### config.mk
export PLATFORM = sky130hd
export DESIGN_NAME = fifo2_bit_loader
export DESIGN_NICKNAME = d
export VERILOG_FILES = /design/src/rtl/fifo2_bit_loader.sv
export SDC_FILE = /design/constraint.sdc
export NUM_CORES = 1
export LEC_CHECK = 0
export ABC_CLOCK_PERIOD_IN_PS = 2300
export CORE_MARGIN = 4
export CORE_UTILIZATION = 42
export DETAILED_ROUTE_END_ITERATION = 8
export PLACE_DENSITY = 0.69
export SYNTH_ARGS = -nofsm -noshare
export SYNTH_HDL_FRONTEND = slang
export SYNTH_SLANG_ARGS = --single-unit
### constraint.sdc
create_clock -name clk -period 2.3 [get_ports clk]
set_clock_uncertainty 0.15 [all_clocks]
set_input_delay 0.46 -clock clk [delete_from_list [all_inputs] [get_ports clk]]
set_output_delay 0.46 -clock clk [all_outputs]
set_load 0.01 [all_outputs]
### src/rtl/fifo2_bit_loader.sv
// Serialises parallel words into the 1-bit fifo2 FIFO, one bit per clock, while
// mirroring the FIFO occupancy from its own pushes and the monitored pop strobe.
module fifo2_bit_loader #(
    parameter int WORD_W    = 4,
    parameter int DEPTH     = 4,
    parameter bit MSB_FIRST = 1'b1,
    localparam int LW       = $clog2(DEPTH + 1)
) (
    input  logic              clk,
    input  logic              rst_n,
    input  logic              in_valid,
    output logic              in_ready,
    input  logic [WORD_W-1:0] in_data,
    input  logic              flush,
    input  logic              pop_mon,
    input  logic              err_clr,
    output logic              push,
    output logic              I,
    output logic              clear,
    output logic [LW-1:0]     level,
    output logic              busy,
    output logic              underflow_err
);

    localparam int CW = $clog2(WORD_W + 1);

    typedef enum logic [1:0] {ST_FLUSH, ST_IDLE, ST_SHIFT} state_t;

    state_t            state_reg;
    logic [LW-1:0]     level_reg;
    logic [CW-1:0]     cnt_reg;
    logic [WORD_W-1:0] shreg_reg;
    logic              err_reg;

    logic              pop_eff;
    logic              pop_empty;
    logic              room;
    logic [WORD_W-1:0] shreg_next;

    assign pop_eff   = pop_mon && (level_reg != '0);
    assign pop_empty = pop_mon && (level_reg == '0);
    // A pop in the same cycle frees a slot: the FIFO pops before it pushes.
    assign room      = (level_reg < LW'(DEPTH)) || pop_eff;

    assign push          = (state_reg == ST_SHIFT) && !flush && room && !pop_empty;
    assign clear         = (state_reg == ST_FLUSH);
    assign in_ready      = (state_reg == ST_IDLE);
    assign busy          = (state_reg != ST_IDLE);
    assign level         = level_reg;
    assign underflow_err = err_reg;

    generate
        if (MSB_FIRST) begin : g_msb
            assign I          = shreg_reg[WORD_W-1];
            assign shreg_next = shreg_reg << 1;
        end else begin : g_lsb
            assign I          = shreg_reg[0];
            assign shreg_next = shreg_reg >> 1;
        end
    endgenerate

    always_ff @(posedge clk or negedge rst_n) begin
        if (!rst_n) begin
            state_reg <= ST_FLUSH;
            level_reg <= '0;
            cnt_reg   <= '0;
            shreg_reg <= '0;
            err_reg   <= 1'b0;
        end else begin
            if (state_reg == ST_FLUSH) begin
                level_reg <= '0;
            end else if (push && !pop_eff) begin
                level_reg <= level_reg + LW'(1);
            end else if (!push && pop_eff) begin
                level_reg <= level_reg - LW'(1);
            end

            // During FLUSH a pop on the empty FIFO is harmless and not flagged.
            if (pop_empty && state_reg != ST_FLUSH) begin
                err_reg <= 1'b1;
            end else if (err_clr) begin
                err_reg <= 1'b0;
            end

            case (state_reg)
                ST_FLUSH: begin
                    state_reg <= ST_IDLE;
                end
                ST_IDLE: begin
                    if (flush) begin
                        state_reg <= ST_FLUSH;
                    end else if (in_valid) begin
                        shreg_reg <= in_data;
                        cnt_reg   <= CW'(WORD_W);
                        state_reg <= ST_SHIFT;
                    end
                end
                ST_SHIFT: begin
                    if (flush) begin
                        cnt_reg   <= '0;
                        state_reg <= ST_FLUSH;
                    end else if (push) begin
                        shreg_reg <= shreg_next;
                        cnt_reg   <= cnt_reg - CW'(1);
                        if (cnt_reg == CW'(1)) begin
                            state_reg <= ST_IDLE;
                        end
                    end
                end
                default: begin
                    state_reg <= ST_FLUSH;
                end
            endcase
        end
    end

endmodule
---- Word level (Yosys, flattened, before mapping) ----
Index checks and enable logic that the tools add are counted.
word-level totals
  input port bits ......................... 10
  bits in registers ....................... 13
  output and inout port bits .............. 9
cells by class
  $lt $le $gt $ge ......................... 1
  eq/ne operators ......................... 11
  multiplexer cells ....................... 21
  reductions and logical operators ........ 23
  $add $sub $neg .......................... 3
operators by type and width
  cell                                               count
  two-way mux 3 bit                                  7
  two-way mux 4 bit                                  4
  two-way mux 2 bit                                  5
  logical AND 1 bit                                  8
  != test 2 bit, second input constant               4
  case mux 4 bit (2 select lines)                    1
  != test 3 x 2 -> 1 bit, second input constant      2
  case mux 2 bit (3 select lines)                    1
  case mux 3 bit (2 select lines)                    1
  nonzero test 2 bit                                 3
  nonzero test 3 bit                                 2
  subtractor 3 x 1 -> 3 bit, second input constant   2
  AND reduction 5 bit                                1
  logical NOT 1 bit                                  4
  AND reduction 4 bit                                1
  adder 3 x 1 -> 3 bit, second input constant        1
  == test 3 x 1 -> 1 bit, second input constant      1
  logical NOT 3 bit                                  1
  less-than comparator 3 bit, second input constant  1
  != test 3 bit, second input constant               1
  AND reduction 3 bit                                1
  == test 2 x 1 -> 1 bit, second input constant      1
  == test 2 bit, second input constant               1
  logical NOT 2 bit                                  1
  3 further kinds                                    4

---- Longest topological paths before layout ----
  word-level depth ........................ 10
  mapped depth ............................ 7

---- Least setup slack after synthesis ----
OpenSTA, ideal clock, no wires.
  path kind ............................... input -> register
  from .................................... in flush
  to ...................................... reg level_reg[1], in the netlist level[1]
  stages .................................. 6
  data required time ...................... 2072 ps
  path buffers ............................ 1
  setup slack ............................. -37 ps
  setup time .............................. 78 ps
  data arrival time ....................... 2109 ps
  path through ............................ clkbuf_1 > or3b_1 > nor3_1 > fa_1 > or3_1 > a21oi_1
between the ends
  word-level cells in the longest chain between the ends .. 7
ends and longest elaborated chain
  item                                                            RTL line  text
  from (decl)                                                     14        input logic flush,
  logical NOT 1 bit (*)                                           45        assign push = (state_reg == ST_SHIFT) && !flush && room && !pop_empty;
  logical AND 1 bit (*) (3 in series)                             45
  logical AND 1 bit / logical NOT 1 bit (equally long branches)   72, 74
  two-way mux 3 bit / logical AND 1 bit (equally long branches)   72, 74
  two-way mux 3 bit / nonzero test 3 bit (equally long branches)  n/a
  to (signal assigned)                                            73        level_reg <= level_reg + LW'(1);
  to (signal assigned)                                            75        level_reg <= level_reg - LW'(1);
  to (decl)                                                       30        logic [LW-1:0] level_reg;
Every way passes the cells marked *; elsewhere a longest branch is shown, timed or not.
A chain may end at the register's enable or synchronous reset.

---- Worst setup path after layout ----
  from .................................... reg state_reg[1]
  to ...................................... out in_ready
between the ends
  word-level cells in the longest chain between the ends .. 1
ends and longest elaborated chain
  item                    RTL line  text
  from (decl)             29        state_t state_reg;
  from (signal assigned)  64        state_reg <= ST_FLUSH;
  from (signal assigned)  87        state_reg <= ST_IDLE;
  from (signal assigned)  91        state_reg <= ST_FLUSH;
  == test 2 x 1 -> 1 bit  47        assign in_ready = (state_reg == ST_IDLE);
  to (decl)               12        output logic in_ready,
No other way between the ends.

==> results.toml <==
[run_status]
status = "finished clean"

[clock_tree]
clockBufferDepth = 2
cts.sinks = 13
cts_buffers = 3
clk_latency_ns = 0.28
tritoncts = "built"
cts-root-buf = "clkbuf_4"
h-tree-depth = 1
clk_pin_slew_ns = 0.09

[setup_path]
crit_slowest_cell = "clkdlybuf4s50_1"
worstPathRequired_ns = 1.69
cp-end-kind = "output pin"
path_max_fanout = 6
start_kind = "flip-flop"
r2r_slack_ns = 0.19
cp_cell_sequence = "buf_4 -> nand2b_1 -> inv_1 -> clkdlybuf4s50_1"
path_class = "flip-flop to output pin"
cp_slowest_stage_delay_ns = 0.54
arrival_ns = 1.60

[logic_synthesis]
yosysMostFrequentCell = "dfrtp_1"
synth_largest_area_cell = "dfrtp_1"
synth.mux.area_fraction = 0.0380
yosysSeqAreaShare = 0.412
synthCells = 86
netlist_top_cells_count = "dfrtp_1 (13), nor2_1 (12), inv_1 (8)"
synth_xor_xnor_area_share = 0.0111
netlist.area_leader.share = 0.412
synth_edf_count = 0
yosys_register_bits = 13
synthAdderAreaFrac = 0.0571
synth.cell_area_sq_um = 790
synth_top_family_by_area = "simple AND/OR/NAND/NOR gates"
ys_types = 32
async_flop_share = 1.00
synthesis.nets = 99
synth_compound_area_frac = 0.155
ys.flop_type = "dfrtp_1"
synth_area_leaders = "dfrtp_1 (41%), nor2_1 (5.7%), a21oi_1 (3.8%), mux2i_1 (3.8%), inv_1 (3.8%)"
synth-simple-area-share = 0.265
synth.avg_cell_area_sq_um = 9.18
synth.yosys.warnings = 0

[route]
drtPass1Iterations = 4
via_per_inst = 5.07
post-route-drc-count = 0
drtIter0Drc = 10
vias = 740
wl_microns = 1850
wl_per_cell_microns = 12.7
final_antenna_net_count = 0

[timing]
fin_crit_sh = 0.963
grt_setup_unrepaired = "no"
fmax_ghz = 0.452
max_slew.worst_pin.slew_ns = 0.586
setup_viol = 0
drv_slew = 0
period_minus_slack_ns = 2.21
finalWorstSetupSlack_ns = 0.0855
hold_viol_final = 0
relSlewSlack = 0.608

[cells_and_area]
fin_nets = 135
area_growth_pct = 43.6
insertedDiodeCount = 0
layout-drive-gt1-share = 0.223
largest_register_ffs = 4

[die]
rows = 15
top_level_ports = 19
die_width_microns = 51.4
fp.coreArea_sq_um = 1750
start_util = 0.452
die_y_microns = 51.4
die_area_sq_um = 2640

[power]
power_density_nw_per_um2 = 1030
power_mw = 1.17
ir_drop_v = 0.000572
p_leak_nw = 0.514

[global_routing]
grt_max_degree = 14
antenna_found_initial = 0
grt.overflow.total = 0
grt_pass1_vias = 691
grt_pass1_wl_microns = 3080
grt_usage = 0.156

[flow_run]
cap_viol_max_count = 0

[placement]
dp_hpwl_microns = 1490
place.gp.congestion = 0.843
port_buffers = 18
place_ws_ns = -0.384

[worst_hold_path]
hold_class = "flip-flop to flip-flop"
## worst paths after layout
path                                     startpoint                      to  depth (start not counted)
min reg2reg                  cnt_reg[0]$_DFFE_PN0P_  cnt_reg[0]$_DFFE_PN0P_                          1
min in group asynchronous                     rst_n    level[1]$_DFFE_PN0P_                          1
max in group asynchronous                     rst_n  cnt_reg[2]$_DFFE_PN0P_                          1
max                        state_reg[1]$_DFFE_PN0P_                in_ready                          4
max reg2reg                state_reg[0]$_DFFE_PN0P_    level[1]$_DFFE_PN0P_                          5
min                          cnt_reg[0]$_DFFE_PN0P_  cnt_reg[0]$_DFFE_PN0P_                          1
## per-stage QoR
step | cell area, sq um | TNS [ns] | hold WS, ns | utilization | cells
floorplan | 795 | 0 | 0.0144 | - | 86
global placement | 1110 | -0.957 | 0.339 | 0.634 | 142
detailed placement | 1110 | -1.03 | 0.364 | 0.634 | 142
CTS | 1130 | 0 | 0.383 | 0.649 | 146
global route | 1130 | 0 | 0.397 | 0.649 | 146
finish | 1130 | 0 | 0.379 | 0.649 | 146
## power breakdown
group / switching (mW) / total, mW / leakage, nW / internal [mW]
clock network: 0.0835 / 0.151 / 0.0150 / 0.0673
logic: 0.295 / 0.644 / 0.340 / 0.348
registers: 0.0581 / 0.378 / 0.159 / 0.320
total: 0.437 / 1.17 / 0.514 / 0.736
## worst max-delay path: cells and delay by family, from the launching register on
family	cells	cell delay [ns]
buf+inv	3	0.77
flops	1	0.39
simple gates	1	0.16
## repair_timing
item | CTS | global route
hold endpoints to repair | 0 | 0
resized for setup | 8 | 0
buffers inserted | 0 | 0
setup endpoints to repair | 2 | 0
hold buffers | 0 | 0
## per-layer routing
metal / vias to the layer above / track usage / routed length [microns]
met5: - / 0 / 0
met4: 0 / 0.0655 / 10
met3: 2 / 0.0350 / 69
met2: 12 / 0.225 / 871
met1: 351 / 0.222 / 897
li1: 375 / - / -
## kinds of logic (layout without fill, tap and decap cells)
| group | after synthesis | in the layout |
|---|---|---|
| xor+xnor | 1 | 1 |
| mux | 3 | 3 |
| fa+ha+maj | 3 | 3 |
| compound gates | 20 | 20 |
| simple gates | 35 | 35 |
| buf+inv | 11 | 46 |
| flops | 13 | 13 |
## layout make-up
class                           count  area, sq um
Multi-Input combinational cell     62          428
Timing Repair Buffer               34          293
Clock buffer                        4         26.3
Tap cell                           25         31.3
Sequential cell                    13          325
Fill cell                         155          612
Inverter                            8         30.0
## placed cells by master (no fill, tap or decap), types with 2 or more instances in the layout
cell	synthesis	layout
o21ai_0	4	4
o22ai_1	4	4
nor3b_1	2	2
mux2i_1	3	3
dfrtp_1	13	13
a21oi_1	6	6
nand2b_1	2	2
clkdlybuf4s50_1	0	15
buf_4	0	16
dlygate4sd2_1	0	2
nand2_1	2	2
ha_1	2	2
inv_1	8	8
clkbuf_4	0	3
nor2b_1	2	2
a211o_1	2	2
nor3_1	3	2
or3_1	2	2
nor2_1	12	12
Power figures use the tool's default switching activity.
==> RTL change (config.mk and constraints unchanged) <==
`WORD_W`: 4 -> 8.
--- a/src/rtl/fifo2_bit_loader.sv
+++ b/src/rtl/fifo2_bit_loader.sv
@@ -1,7 +1,7 @@
 // Serialises parallel words into the 1-bit fifo2 FIFO, one bit per clock, while
 // mirroring the FIFO occupancy from its own pushes and the monitored pop strobe.
 module fifo2_bit_loader #(
-    parameter int WORD_W    = 4,
+    parameter int WORD_W    = 8,
     parameter int DEPTH     = 4,
     parameter bit MSB_FIRST = 1'b1,
     localparam int LW       = $clog2(DEPTH + 1)
Interface: changed (resized in_data); port bits go from 19 to 23. No check against the original RTL was run, so the function may have changed too.
==> RTL change against the unedited design <==
Via count grew 23%; sequential cell count grew 5; hold slack lost 43 ps; sequential share of layout area grew 3.0 points; routed wire length grew 21%; design area grew 25%; non-clock buffer count grew 7; synthesized area grew 28%; setup slack lost 16 ps; power grew 21%; highest routed layer is now met3; maximum frequency shrank 0.70%; cell count grew 21%; global-route usage shrank 0.90 points; combinational power grew 6.5%.
==> RTL change: results (changes against the unedited design) <==
* Largest net degree at the start of global routing at 19 (+5)
* Multi-input gate area at 505 µm² (+18%)
* Worst vdd ir at 641 µV (+12%)
* First-pass GRT wire length at 3.91 mm (+27%)
* Dpl ws at -388 ps (-3.92 ps)
* Layout cells sized above 1 at 20.9% (-1.4 points)
* CTS Buffer Depth at 2 (unchanged)
* Hpwl dp at 1.72 mm (+15%)
* CTS Buf Count at 3 (unchanged)
* Reg clk slew, reported paths at 110 ps (+20 ps)
* CP max-delay cell: fa_1
* Worst-Skew Late Latency at 280 ps (about the same)
* Pins over their slew limit at 0 (unchanged)
* Post-Synthesis Cells at 108 (+26%)
* Initial DRT Pass Iterations at 4 (unchanged)
* Nets at 166 (+23%)
* H-tree lvl count at 1 (unchanged)
* Max reg flops at 8 (+4)
* Tot GR Track Use at 14.7% (-0.90 points)
* Vias in the first global route at 852 (+23%)
* Initial antenna violation count at 0 (unchanged)
* Root Buffer: clkbuf_4
* Mapped Nets at 125 (+26%)
* DRT iter0 DRCs at 23 (+13)
* Largest delay share family, worst path: simple AND/OR/NAND/NOR gates
* Final Non-Filler Cells at 176 (+21%)
* Final WL at 2.23 mm (+21%)
* Fillers at 192 (+24%)
* Asr flop ratio synth at 100% (unchanged)
* Port-buffer cells at 22 (+4)
* N_diodes at 0 (unchanged)
* Synth Warn # at 0 (unchanged)
* Via count at 912 (+23%)
* CP Max Fanout at 2 (-4)
* Synth top cells by count: 18 x dfrtp_1, 13 x nor2_1, 9 x a21oi_1, 9 x o22ai_1, 7 x inv_1
* Seq/Total Area, Yosys at 44.6% (+3.4 points)
* Placed Area at 0.00136 mm² (+23%)
* Leading post-synthesis cells by cell area: dfrtp_1 45%, o22ai_1 5.6%, nor2_1 4.8%
* Status: completed
* Hold Path Class: input pin to async pin
* Ys flop type: dfrtp_1
* Count of different cell masters after synthesis at 38 (+19%)
* Lkg Pwr at 0.000635 µW (+24%)
* Max incr delay on CP at 430 ps (-110 ps)
* Post-route setup TNS at 0 ps (unchanged)
* Critical Path AT at 2300 ps (+700 ps)
* Slew @ Worst Pin at 276 ps (-309 ps)
* Sw Pwr at 512 µW (+17%)
* GP Congestion at 0.802 (-4.8%)
RTL change: changes by cell type after synthesis, moves of 3 or more:
cell,change
dfrtp_1,+5
nand2_1,+4
a21oi_1,+3
o22ai_1,+5
RTL change: power by group through the flow:
stage                     sequential [µW]  combinational [µW]  clock, µW
final                                 537                 686        193
after global routing                  555                 766        217
after CTS                             537                 694        197
after detailed placement              541                 674          0
after global placement                535                 658          0
after floorplan                       543                 383          0
RTL change: path summary, 6_finish.rpt:
check | from | endpoint | slack [ps] | depth (start not counted)
worst max-delay path | flush | level[1]$_DFFE_PN0P_ | 70 | 6
worst min-delay path | rst_n | cnt_reg[3]$_DFFE_PN0P_ | 340 | 2
worst max register to register | state_reg[0]$_DFFE_PN0P_ | level[1]$_DFFE_PN0P_ | 210 | 5
worst min register to register | cnt_reg[2]$_DFFE_PN0P_ | cnt_reg[2]$_DFFE_PN0P_ | 360 | 1
max in group asynchronous | rst_n | shreg_reg[0]$_DFFE_PN0P_ | 1470 | 2
min in group clk | cnt_reg[2]$_DFFE_PN0P_ | cnt_reg[2]$_DFFE_PN0P_ | 360 | 1
RTL change: layout make-up:
| cell class | instances | share of cell area [%] |
|---|---|---|
| well taps | 28 | 2.47 |
| repair buffers | 41 | 25.3 |
| flip-flops and latches | 18 | 31.7 |
| multi-input cells | 76 | 35.6 |
| clock buffers | 4 | 2.56 |
| inverters | 9 | 2.38 |
RTL change: routing by layer:
metal | global-route usage [%] | part of all wire, % | vias up
met5 | 0 | 0 | -
met3 | 2.94 | 5.9 | 0
met4 | 2.98 | 0 | 0
met1 | 20.9 | 47 | 429
met2 | 23.3 | 47 | 19
li1 | - | - | 464
RTL change: timing repair:
| item | 4_1_cts | 5_1_grt |
|---|---|---|
| resized for setup | 8 | 1 |
| pin swaps | 5 | 1 |
| buffers inserted | 2 | 0 |
| cloned | 0 | 0 |
| setup endpoints to repair | 2 | 2 |
RTL change: metrics by stage:
step	hold WS, ps	power [µW]
floorplan	14.4	927
CTS	342	1430
global route	339	1540
global placement	331	1190
detailed placement	339	1220
finish	336	1420
RTL change: cell families (layout without fill, tap and decap cells):
family                   Yosys count  count (layout)  synth area share [%]
buffers and inverters             14              54                  6.57
AO/OA/AOI/OAI                     32              32                  18.8
AND/OR/NAND/NOR                   38              38                  22.7
XOR/XNOR                           1               1                 0.868
multiplexers                       2               2                  1.98
flip-flops                        18              18                  44.6
adder cells (fa/ha/maj)            3               3                  4.46
